File: config.mk
export PLATFORM = sky130hd
export DESIGN_NAME = zero_run_detector
export DESIGN_NICKNAME = d
export VERILOG_FILES = /design/src/rtl/zero_run_detector.sv
export SDC_FILE = /design/constraint.sdc
export NUM_CORES = 1
export LEC_CHECK = 0
export CAP_MARGIN = 40
export CORE_ASPECT_RATIO = 1.4
export CORE_MARGIN = 3
export CORE_UTILIZATION = 40
export DETAILED_ROUTE_END_ITERATION = 8
export GPL_TIMING_DRIVEN = 0
export HOLD_SLACK_MARGIN = 0.1
export PLACE_DENSITY_LB_ADDON = 0.1
export SYNTH_ARGS = -nofsm -noshare
export SYNTH_HDL_FRONTEND = slang
export SYNTH_SLANG_ARGS = --single-unit
File: constraint.sdc
create_clock -name clk -period 3.2 [get_ports clk]
set_input_delay 0.32 -clock clk [delete_from_list [all_inputs] [get_ports clk]]
set_output_delay 0.32 -clock clk [all_outputs]
set_load 0.1 [all_outputs]
File: src/rtl/zero_run_detector.sv
// Per-channel zero-run tracker with idle/wake hysteresis, aggregated under a live
// channel mask into a global mute flag with one-cycle sleep/wake pulses.
module zero_run_detector #(
    parameter int NCH        = 2,
    parameter int DW         = 16,
    parameter int ZERO_LIMIT = 800,
    parameter int WAKE_LIMIT = 1
) (
    input  logic              clk,
    input  logic              clear,
    input  logic              enable,
    input  logic [NCH*DW-1:0] data,
    input  logic [NCH-1:0]    ch_mask,
    output logic [NCH-1:0]    ch_zero,
    output logic              all_zeros,
    output logic              sleep_pulse,
    output logic              wake_pulse
);

    localparam int ZW = $clog2(ZERO_LIMIT + 1);
    localparam int WW = $clog2(WAKE_LIMIT + 1);
    localparam logic [ZW-1:0] ZLIM = ZW'(ZERO_LIMIT);
    localparam logic [WW-1:0] WLIM = WW'(WAKE_LIMIT);

    typedef enum logic {
        ST_ACTIVE = 1'b0,
        ST_IDLE   = 1'b1
    } ch_state_e;

    // Handshake: enable is a valid-only strobe with no back-pressure; each rising
    // edge with enable=1 (and clear=0) consumes exactly one sample per channel.
    for (genvar k = 0; k < NCH; k++) begin : g_ch
        ch_state_e      state_q, state_d;
        logic [ZW-1:0]  zcnt_q, zcnt_d;
        logic [WW-1:0]  wcnt_q, wcnt_d;
        logic           is_zero;

        assign is_zero = (data[k*DW +: DW] == '0);

        always_comb begin
            state_d = state_q;
            zcnt_d  = zcnt_q;
            wcnt_d  = wcnt_q;
            if (enable) begin
                if (state_q == ST_ACTIVE) begin
                    if (is_zero) begin
                        zcnt_d = zcnt_q + 1'b1;
                        if (zcnt_d == ZLIM) begin
                            state_d = ST_IDLE;
                            wcnt_d  = '0;
                        end
                    end else begin
                        zcnt_d = '0;
                    end
                end else begin
                    // Any zero inside a wake attempt restarts the non-zero run.
                    if (!is_zero) begin
                        wcnt_d = wcnt_q + 1'b1;
                        if (wcnt_d == WLIM) begin
                            state_d = ST_ACTIVE;
                            zcnt_d  = '0;
                        end
                    end else begin
                        wcnt_d = '0;
                    end
                end
            end
        end

        always_ff @(posedge clk) begin
            if (clear) begin
                state_q <= ST_ACTIVE;
                zcnt_q  <= '0;
                wcnt_q  <= '0;
            end else begin
                state_q <= state_d;
                zcnt_q  <= zcnt_d;
                wcnt_q  <= wcnt_d;
            end
        end

        // The idle flag is the channel's FSM state bit, so it doubles as its debug view.
        assign ch_zero[k] = (state_q == ST_IDLE);
    end

    logic all_zeros_d, all_zeros_q;

    assign all_zeros   = (|ch_mask) & (&(ch_zero | ~ch_mask));
    assign all_zeros_d = all_zeros;

    always_ff @(posedge clk) begin
        if (clear) begin
            all_zeros_q <= 1'b0;
        end else begin
            all_zeros_q <= all_zeros_d;
        end
    end

    assign sleep_pulse = all_zeros & ~all_zeros_q;
    assign wake_pulse  = ~all_zeros & all_zeros_q;

endmodule

==> results.md <==
* Status: finished, final reports clean
* Bufs and invs on worst path at 3
* Synth Instances at 192
* Period utilization at 0.7063
* Crit path to: wake_pulse
* Syn Nets at 231
* Initial Utilization at 0.4221
* Mapped cell area at 1551 um^2
* Hold WS at 0.4916 ns
* Worst path max stage delay at 0.52 ns
* Crit path DAT at 1.94 ns
* Max Cap Violations at 0
* Final wirelength at 4485 um
* WL/cell at 15.90 um
* CTS tree: done
* PortBufs at 39
* Tmin final at 2.260 ns
* Crit path depth at 5
* Worst Path Required at 2.88 ns
* Layout cell share with drive strength beyond 1 at 0.08750
* Crit Path Class: primary input to primary output
* Crit Reg-Reg Startpoint: g_ch[1].zcnt_q[0]
* CP max FO at 4
* Die Height at 79.69 um
* Most used DFF post-synth: dfxtp_1
* Endpoint type of the worst setup path: primary output
* Number of diodes at 0
* Async SR Flop Fraction at 0
* Top Ports at 42
* Post-synthesis compound-gate area fraction at 0.2492
* Nets at 280
* Skew-Pair Late Insertion Delay at 0.27 ns
* Crit path top cell by count: clkdlybuf4s50_1
* Core Rows at 26
* Detailed Route Iter0 Violations at 113
* Area growth, synth to finish at 36.29%
* Placer congestion estimate at 0.8821
* RSZ-0062 raised after global routing: no
* Setup TNS at 0 ns
* Gr usage total at 0.2014
* Sequential area share after synthesis at 0.3226
* Clock buffer count from CTS at 3
* Adder-cell share of the synthesized area at 0.01613
* Final Skew at 0.005328 ns
* Synth cell types at 53
* R2r setup slk at 1.25 ns
* Postcts setup bufs at 0
* GRT overflow at 0
* Post-CTS Resized at 0
* Slowest CP cell: clkdlybuf4s50_1
* Yosys reg bits at 25
* Fmax achieved at 0.4425 GHz
* CTS root buffer: clkbuf_8
* Crit-path cells: clkdlybuf4s50_1, o211ai_1, and2_1, clkdlybuf4s50_1, buf_8
* Largest net degree at the start of global routing at 14
* R2R depth at 6
* Area share of and/or/nand/nor cells after synthesis at 0.3484
* Chip width at 58.64 um
* # setup viols final at 0
* Vias in the first global route at 1,693
* R2r endpoint: g_ch[1].wcnt_q
* First-pass GRT wire length at 7417 um
* CP Launch Point: ch_mask[1]
* Core area at 3676 um^2
* Sink Count at 25
* Worst min path class: flop to flop
* Average cell area after synthesis at 8.081 um^2
* # fillers at 329
* Mux contribution to synthesized area at 0.01371
* Final slew viol count at 0
* Yosys warnings at 0
* Worst Tran Pin Value at 0.7004 ns
* Peak VDD IR at 0.2098 mV
* Pleak at 0.7385 nW
* Final hold vios at 0
* Delay-heaviest family, CP: buffers and inverters
* Clk buf depth at 2
* Clk pin slew, worst setup/hold paths at 0.09 ns
* DR DRC count at 0
* Power per cell area at 283.3 nW/um^2
* Max-slew headroom at 0.5281
* HP Start: g_ch[0].zcnt_q[9]
* Main combinational cell family by area after synthesis: simple AND/OR/NAND/NOR gates
* Post-synth EDFFs at 0
* Antenna Violating Nets Remaining at 0
* Synth Area in XOR/XNOR at 0.005645
* Startpoint Class: primary input
* H-tree depth at 1
* Dpl hpwl at 3556 um
* Antenna violations before repair at 0
* Drt via density at 5.915
* Die area at 4673 um^2
* Drt pass-1 iters at 4
* Post-CTS Hold Buffers at 0
* Vias after detailed routing at 1,668
power breakdown:
group,leakage [nW],internal [mW],total (mW),switching [mW]
Clock,0.0228,0.0891,0.191,0.102
Sequential,0.201,0.311,0.311,0.000189
Combinational,0.514,0.0538,0.0966,0.0428
worst min-delay path by stage:
stage / to / depth (start not counted) / slack, ns
2_1_floorplan: g_ch[0].zcnt_q[9] / 2 / 0.45
3_3_place_gp: g_ch[0].zcnt_q[9] / 2 / 0.46
3_5_place_dp: g_ch[0].zcnt_q[9] / 2 / 0.48
4_1_cts: g_ch[0].zcnt_q[9] / 2 / 0.49
5_1_grt: g_ch[0].zcnt_q[9] / 2 / 0.51
6_report: g_ch[0].zcnt_q[9] / 2 / 0.49
cells by family after synthesis:
kind of cell | after synthesis
AND/OR/NAND/NOR | 91
AO/OA/AOI/OAI | 55
flip-flops | 25
buffers and inverters | 16
multiplexers | 2
adder cells (fa/ha/maj) | 2
XOR/XNOR | 1
layout by cell type, fill, tap and decap left out, drive strengths merged, types with 2 or more instances in the layout:
cell / synthesis / final
or3: 2 / 2
a21oi: 5 / 5
inv: 5 / 5
nand2b: 2 / 2
and2: 3 / 3
a22o: 2 / 2
o211ai: 2 / 2
nand3: 7 / 7
o31ai: 6 / 6
nor4: 11 / 11
nor2: 15 / 15
a21o: 6 / 6
o22ai: 8 / 8
dfxtp: 25 / 25
and3: 2 / 2
nand3b: 5 / 5
nor3: 7 / 7
or2: 2 / 2
clkbuf: 8 / 12
a31oi: 2 / 2
buf: 3 / 8
nor3b: 6 / 6
o21ai: 10 / 10
clkdlybuf4s50: 0 / 39
nor2b: 2 / 2
ha: 2 / 2
nand4: 6 / 6
a41oi: 2 / 2
nand2: 15 / 15
sequential cells by signal (all words and copies together), names as in the netlist:
register and count:
g_ch.zcnt_q 20, all_zeros_q 1, g_ch.state_q 2, g_ch.wcnt_q 2
per-stage QoR:
stage | power, mW | instance area (um^2) | std cells | utilization | worst slack (ns)
floorplan | 0.3550 | 1551 | 192 | - | 0.9509
global placement | 0.4083 | 1994 | 273 | 0.5425 | 0.5303
detailed placement | 0.4154 | 2069 | 278 | 0.5630 | 0.7330
CTS | 0.6022 | 2115 | 282 | 0.5752 | 0.9320
global route | 0.6209 | 2115 | 282 | 0.5752 | 0.7352
finish | 0.5991 | 2115 | 282 | 0.5752 | 0.9400
cells in the mapped netlist, types with 2 or more instances:
cell type,instances,share of area
a21o_1,6,0.029
a21oi_1,5,0.016
a22o_1,2,0.011
a31oi_1,2,0.0081
a41oi_1,2,0.011
and2_1,3,0.012
and3_1,2,0.0081
buf_4,2,0.0097
clkbuf_1,8,0.019
dfxtp_1,25,0.32
ha_1,2,0.016
inv_1,5,0.012
nand2_1,15,0.036
nand2b_1,2,0.0081
nand3_1,6,0.019
nand3b_1,5,0.024
nand4_1,5,0.020
nor2_1,15,0.036
nor2b_1,2,0.0081
nor3_1,7,0.023
nor3b_1,6,0.029
nor4_1,7,0.028
nor4_2,4,0.032
o211ai_1,2,0.0097
o21ai_0,10,0.032
o22ai_1,8,0.032
o31ai_1,6,0.029
or2_2,2,0.0081
or3_1,2,0.0081
final cells by class:
cell class	count	area [um^2]	area share
Buffer	11	50.05	0.02367
Multi-Input combinational cell	151	982.2	0.4645
Clock buffer	4	45.04	0.02130
Inverter	5	18.77	0.008876
Sequential cell	25	500.5	0.2367
Tap cell	42	52.55	0.02485
Timing Repair Buffer	44	465.4	0.2201
metal layers:
layer,wire length (um),up-vias,part of all wire,track usage
met5,0,-,0,0
met4,82,0,0.018,0.1088
met3,125,10,0.028,0.02913
met2,2526,34,0.56,0.3523
met1,1750,788,0.39,0.2288
li1,-,836,-,-
tightest hold or removal path: stages (launching register included):
cell and delay [ns]:
dfxtp_1 0.33, nand2_1 0.06, o31ai_1 0.06
Note: power is estimated with default switching activity, not from simulation.
